===== config.mk =====
export PLATFORM = sky130hd
export DESIGN_NAME = demux_1xn_nbit_stream_flat
export DESIGN_NICKNAME = d
export VERILOG_FILES = /design/src/rtl/demux_1xn_nbit_stream_if.sv /design/src/rtl/demux_1xn_nbit_stream.sv /design/src/flat_wrapper.sv
export SDC_FILE = /design/constraint.sdc
export NUM_CORES = 1
export LEC_CHECK = 0
export CORE_MARGIN = 2
export CORE_UTILIZATION = 49
export DETAILED_ROUTE_END_ITERATION = 16
export PLACE_DENSITY = 0.92
export SLEW_MARGIN = 20
export SYNTH_ARGS = -nofsm -noshare
export SYNTH_HDL_FRONTEND = slang
export SYNTH_SLANG_ARGS = --single-unit

===== constraint.sdc =====
create_clock -name clk -period 4.48 [get_ports clk]
set_input_delay 0.448 -clock clk [delete_from_list [all_inputs] [get_ports clk]]
set_output_delay 0.448 -clock clk [all_outputs]
set_load 0.1 [all_outputs]

===== src/rtl/demux_1xn_nbit_stream_if.sv =====
// Stream bundle for the 1-to-M demultiplexer: one input stream, M packed output
// channels and the saturating drop counter.
interface demux_1xn_nbit_stream_if #(
    parameter int NUM_OF_OUTPUTS = 5,
    parameter int OUTPUT_WIDTH   = 4,
    parameter int SEL_WIDTH      = $clog2(NUM_OF_OUTPUTS),
    parameter int DROP_CNT_WIDTH = 8
);
    logic [OUTPUT_WIDTH-1:0]                out_data_unused_guard;
    logic [OUTPUT_WIDTH-1:0]                in_data;
    logic [SEL_WIDTH-1:0]                   in_sel;
    logic                                   in_valid;
    logic                                   in_ready;
    logic [OUTPUT_WIDTH*NUM_OF_OUTPUTS-1:0] out_data;
    logic [NUM_OF_OUTPUTS-1:0]              out_valid;
    logic [NUM_OF_OUTPUTS-1:0]              out_ready;
    logic [DROP_CNT_WIDTH-1:0]              drop_cnt;

    assign out_data_unused_guard = '0;

    modport master (
        output in_data, in_sel, in_valid, out_ready,
        input  in_ready, out_data, out_valid, drop_cnt
    );

    modport slave (
        input  in_data, in_sel, in_valid, out_ready,
        output in_ready, out_data, out_valid, drop_cnt
    );
endinterface


===== src/rtl/demux_1xn_nbit_stream.sv =====
// Registered 1-to-M stream demultiplexer: one holding register per channel with
// valid/ready flow control; out-of-range selects are accepted, dropped and counted.
module demux_1xn_nbit_stream #(
    parameter int NUM_OF_OUTPUTS = 5,
    parameter int OUTPUT_WIDTH   = 4,
    parameter int SEL_WIDTH      = $clog2(NUM_OF_OUTPUTS),
    parameter int DROP_CNT_WIDTH = 8
) (
    input  logic                   clk,
    input  logic                   rst_n,
    demux_1xn_nbit_stream_if.slave bus
);
    localparam logic [SEL_WIDTH:0] NUM_SEL = (SEL_WIDTH+1)'(NUM_OF_OUTPUTS);

    logic                                           sel_ok;
    logic                                           sel_rdy;
    logic                                           accept;
    logic [NUM_OF_OUTPUTS-1:0]                      ch_rdy;
    logic [NUM_OF_OUTPUTS-1:0]                      ch_vld;
    logic [NUM_OF_OUTPUTS-1:0]                      load;
    logic [NUM_OF_OUTPUTS-1:0][OUTPUT_WIDTH-1:0]    ch_data;
    logic [DROP_CNT_WIDTH-1:0]                      drop_q;

    assign sel_ok = {1'b0, bus.in_sel} < NUM_SEL;

    // Looked up by compare rather than indexing so an out-of-range select never reads past the array.
    always_comb begin
        sel_rdy = 1'b0;
        for (int k = 0; k < NUM_OF_OUTPUTS; k++)
            if (bus.in_sel == SEL_WIDTH'(k)) sel_rdy = ch_rdy[k];
    end

    assign bus.in_ready = rst_n & (~sel_ok | sel_rdy);
    assign accept       = bus.in_valid & bus.in_ready;

    generate
        for (genvar k = 0; k < NUM_OF_OUTPUTS; k++) begin : g_ch
            logic [OUTPUT_WIDTH-1:0] data_q;
            logic                    vld_q;

            assign ch_rdy[k] = ~vld_q | bus.out_ready[k];
            assign load[k]   = accept & (bus.in_sel == SEL_WIDTH'(k));

            // Load beats drain so back-to-back words stream without a bubble.
            always_ff @(posedge clk or negedge rst_n) begin
                if (!rst_n) begin
                    data_q <= '0;
                    vld_q  <= 1'b0;
                end else if (load[k]) begin
                    data_q <= bus.in_data;
                    vld_q  <= 1'b1;
                end else if (vld_q & bus.out_ready[k]) begin
                    vld_q  <= 1'b0;
                end
            end

            assign ch_data[k] = data_q;
            assign ch_vld[k]  = vld_q;
        end
    endgenerate

    always_ff @(posedge clk or negedge rst_n) begin
        if (!rst_n)
            drop_q <= '0;
        else if (accept & ~sel_ok & (drop_q != '1))
            drop_q <= drop_q + 1'b1;
    end

    assign bus.out_data  = ch_data;
    assign bus.out_valid = ch_vld;
    assign bus.drop_cnt  = drop_q;
endmodule


===== src/flat_wrapper.sv =====
// flat-port wrapper written by rule: the top's interface ports become plain ports
module demux_1xn_nbit_stream_flat 
#(
    parameter int NUM_OF_OUTPUTS = 5,
    parameter int OUTPUT_WIDTH   = 4,
    parameter int SEL_WIDTH      = $clog2(NUM_OF_OUTPUTS),
    parameter int DROP_CNT_WIDTH = 8
)
  (clk, rst_n, bus_in_data, bus_in_sel, bus_in_valid, bus_out_ready, bus_in_ready, bus_out_data, bus_out_valid, bus_drop_cnt);
  demux_1xn_nbit_stream_if #(.NUM_OF_OUTPUTS(NUM_OF_OUTPUTS), .OUTPUT_WIDTH(OUTPUT_WIDTH), .SEL_WIDTH(SEL_WIDTH), .DROP_CNT_WIDTH(DROP_CNT_WIDTH)) bus_i ();
  input  logic clk;
  input  logic rst_n;
  input wire logic [$bits(bus_i.in_data)-1:0] bus_in_data;
  input wire logic [$bits(bus_i.in_sel)-1:0] bus_in_sel;
  input wire logic [$bits(bus_i.in_valid)-1:0] bus_in_valid;
  input wire logic [$bits(bus_i.out_ready)-1:0] bus_out_ready;
  output wire logic [$bits(bus_i.in_ready)-1:0] bus_in_ready;
  output wire logic [$bits(bus_i.out_data)-1:0] bus_out_data;
  output wire logic [$bits(bus_i.out_valid)-1:0] bus_out_valid;
  output wire logic [$bits(bus_i.drop_cnt)-1:0] bus_drop_cnt;
  assign bus_i.in_data = bus_in_data;
  assign bus_i.in_sel = bus_in_sel;
  assign bus_i.in_valid = bus_in_valid;
  assign bus_i.out_ready = bus_out_ready;
  assign bus_in_ready = bus_i.in_ready;
  assign bus_out_data = bus_i.out_data;
  assign bus_out_valid = bus_i.out_valid;
  assign bus_drop_cnt = bus_i.drop_cnt;
  demux_1xn_nbit_stream #(.NUM_OF_OUTPUTS(NUM_OF_OUTPUTS), .OUTPUT_WIDTH(OUTPUT_WIDTH), .SEL_WIDTH(SEL_WIDTH), .DROP_CNT_WIDTH(DROP_CNT_WIDTH)) u_core (.clk(clk), .rst_n(rst_n), .bus(bus_i));
endmodule

-- Yosys cells after proc, flatten, opt, wreduce, memory -nomap -nowiden
Cells that the tools add are included.
- add/subtract/negate cells: 1
- order comparisons: 1
- eq/ne operators: 5
- multiplexer cells: 15
- bitwise gates (word level): 26
- reductions and logical operators: 6
- operator list (cell ; number):
    2-to-1 mux 1 bit ; 15
    AND 1 bit ; 14
    nonzero test 2 bit ; 5
    adder 8 x 1 -> 8 bit (second input constant) ; 1
    != test 8 bit (second input constant) ; 1
    equality test 3 x 2 -> 1 bit (second input constant) ; 2
    NOT 1 bit ; 6
    OR 1 bit ; 6
    equality test 3 x 1 -> 1 bit (second input constant) ; 1
    equality test 3 bit (second input constant) ; 1
    zero test 3 bit ; 1
    less-than comparator 3 bit (second input constant) ; 1
- flip-flop bits (word level): 33
- bits of input ports: 15
- output and inout bits: 34
- word-level logic and storage cells: 65

-- Depth between registers and ports, before layout
- word-level depth: 12
- gate-level depth with buffers: 5
- gate-level depth less buffers: 4

-- Least setup slack after synthesis
Ideal clock, no wire load.
- path kind: input -> output
- start: input bus_in_sel[1]
- end: output bus_in_ready
- data arrival time: 2.477 ns
- data required time: 4.032 ns
- setup slack: 1.555 ns
- stages on the path: 4
- buffers on the path: 1
- cell sequence: clkbuf_2 > nor2_1 > a21oi_1 > a31oi_1
- longest elaborated chain between the ends: 8
- elaborated cells on any way between the ends: 14
- those cells by class: order compare: 1; eq/ne: 4; mux: 5; bitwise: 3; reduce/logical: 1
- RTL lines (element ; RTL line ; source):
    start, declared ; flat_wrapper.sv:14 ; input wire logic [$bits(bus_i.in_sel)-1:0] bus_in_sel;
    zero test 3 bit ; demux_1xn_nbit_stream.sv:30 ; if (bus.in_sel == SEL_WIDTH'(k)) sel_rdy = ch_rdy[k];
    2-to-1 mux 1 bit (5 in series) ; demux_1xn_nbit_stream.sv:30 ;
    OR 1 bit (*) ; demux_1xn_nbit_stream.sv:33 ; assign bus.in_ready = rst_n & (~sel_ok | sel_rdy);
    AND 1 bit (*) ; demux_1xn_nbit_stream.sv:33 ;
    end, declared ; flat_wrapper.sv:17 ; output wire logic [$bits(bus_i.in_ready)-1:0] bus_in_ready;
Mark *: on every way between the ends. The rest lies on a longest branch, timed or not.

-- Worst setup path after layout
Same ends and word-level chain as after synthesis.

==> metrics.cfg <==
[floorplan]
fp.dieW_um = 60.0
pin_count = 49
dieHeight_um = 60.0
core_mm2 = 0.00303
die-area_mm2 = 0.00360
initial_utilization_pct = 50.7
row_count = 20

[yosys]
yosys_warnings = 0
syn_avg_cell_area_um2 = 12.9
synth_cell_types = 32
synth_nets = 135
netlist_area_mm2 = 0.00154
async_flop_share_pct = 100
synth_common_cells = dfrtp_1, mux2_2, nand3_1
synth_top_area_cell = dfrtp_1
synth-edff-count = 0
synth_cells = 119
yosys-top-cells-area = dfrtp_1, mux2_2, mux2_4
ys_seq_elements = 33
yosys_most_used_dff = dfrtp_1
seq_area_frac_synth_pct = 53.7
yosysMostFrequentCell = dfrtp_1
yosysTopAreaCellShare_pct = 53.7

[clock_network]
cts.clk_slew.worst_paths_ns = 0.11
ctsRootBufferMaster = clkbuf_4
cts_hold_buf = 0
clockBufferDepth = 2
ctsHtreeMaxLevel = 2
clock_sinks = 33
cts_tree = done
cts_setup_buffers = 0
clock_latency_ns = 0.32
cts-resized-gates = 0
cts_buffers = 5

[route]
drtPass1Iterations = 4
routed_wl_mm = 3.40
avgRoutedWirePerCell_um = 16.1
drc_errors = 0
route.vias.total = 1161
viasPerCell = 5.50
drt_iter0_markers = 48
postRouteAntennaNets = 0

[critical_path]
critPathRequiredTime_ns = 4.03
cp_slowest_cell = clkdlybuf4s50_1
timing_worst_setup_path_type = primary input to primary output
path_cells = clkdlybuf4s50_1 -> nor2_1 -> a31o_2 -> a31oi_1 -> buf_4
cp.buffers_inverters = 2
cp_top_family = buffers and inverters
cp_slowest_stage_delay_ns = 0.67
end_kind = primary output
worstPathArrival_ns = 2.01
cp_max_fo = 11
critical_path.startpoint_type = primary input

[global_route]
grt_start_max_net_pins = 33
grt.total_usage_pct = 20.6
antenna_found_initial = 0
overflow = 0
grt_pass1_vias = 1152
grt_pass1_wl_mm = 5.40

[placed_design]
gp_congestion = 0.846
dp_cells = 203
hpwl_mm = 2.62
place_area_mm2 = 0.00201
port_buffers = 48

[timing]
timing.setup.tns_ns = 0
period_share_pct = 54.8
worst_slew_pin_slew_ns = 1.00
rsz0062_at_grt = false
final_hold_viol_count = 0
fmax_ghz = 0.407
fin_worst_skew_ns = 0.00799
worst_hold_slack_ns = 0.356
finalCriticalPeriod_ns = 2.46
finalSetupViolCount = 0
relSlewSlack_pct = 32.9
drv_slew = 0

[cells_and_area]
final_util_pct = 69.2
drive_gt1_share_pct = 24.0
design_area_mm2 = 0.00210
nets = 182
num_antenna_cells = 0
fin_cells = 211
area_delta_synth_final_pct = 36.4

[flow_run]
cap_violations = 0

[hold_path]
hold_path.class = primary input to asynchronous set/reset pin

[power]
vdd_drop_max_mv = 0.447
p_leak_uw = 0.000894
p_per_area_mw_per_mm2 = 649

[outcome]
status = completed

[flip-flops by register name, indices dropped and copies added, names as in the netlist]
| signal | flops |
|---|---|
| u_core.g_ch.data_q | 20 |
| u_core.bus.drop_cnt | 8 |
| u_core.g_ch.vld_q | 5 |
[per-layer routing]
metal  up-vias  wire length (µm)  track usage (%)
li1        526                 -                -
met1       586              1320             22.8
met4         0                78             10.2
met3         9               143             4.76
met5         -                 0                0
met2        40              1860             36.8
[cell families after synthesis]
logic type / count (synthesis) / synth area share (%)
mux: 25 / 19.3
xor+xnor: 2 / 1.14
simple gates: 34 / 13.7
fa+ha+maj: 1 / 0.814
flops: 33 / 53.7
buf+inv: 11 / 5.05
compound gates: 13 / 6.27
[metrics by stage]
stage          total power [µW]  setup WS (ns)
2_1_floorplan               953           1.55
3_3_place_gp               1120           2.08
3_5_place_dp               1130           2.04
4_1_cts                    1370           2.04
5_1_grt                    1410           1.92
6_report                   1360           2.02
[worst reg2reg max path: stages (launching register included)]
cell and delay (ns):
dfrtp_1 0.41, ha_1 0.29, nand3_1 0.16, o21ai_0 0.34, mux2_2 0.38
[power by group]
group	internal, µW	switching [µW]
logic	174	542
clock network	133	101
registers	359	50.5
total	666	694
[final cells by class]
type / count / area (µm²)
clock buffer: 6 / 51.3
clock inverter: 2 / 37.5
fill: 208 / 932
inverter: 2 / 7.51
multi-input combinational: 75 / 633
sequential: 33 / 826
tap: 44 / 55.1
timing repair buffer: 49 / 485
[final timing paths]
| check | from | slack, ns | endpoint | cells past startpoint |
|---|---|---|---|---|
| max | bus_in_sel[1] | 2.02 | bus_in_ready | 5 |
| min | rst_n | 0.36 | u_core.g_ch[3].vld_q | 1 |
| max reg2reg | u_core.bus.drop_cnt[0] | 2.80 | u_core.bus.drop_cnt[1] | 4 |
| min reg2reg | u_core.g_ch[4].data_q[3] | 0.52 | u_core.g_ch[4].data_q[3] | 1 |
| max in group asynchronous | rst_n | 3.44 | u_core.g_ch[4].vld_q | 2 |
| min in group clk | u_core.g_ch[4].data_q[3] | 0.52 | u_core.g_ch[4].data_q[3] | 1 |
[cells in the final DEF, fill, tap and decap left out, types with 3 or more instances in the layout]
master | netlist | final
clkdlybuf4s50_1 | 0 | 47
nand3_1 | 7 | 7
nand3b_1 | 3 | 3
nand2b_1 | 5 | 5
nand2_1 | 6 | 6
clkbuf_4 | 0 | 5
o21ai_0 | 3 | 3
dfrtp_1 | 33 | 33
mux2_2 | 21 | 21
nand4_1 | 4 | 4
mux2_4 | 4 | 4
(Power assumes the default switching activity.)
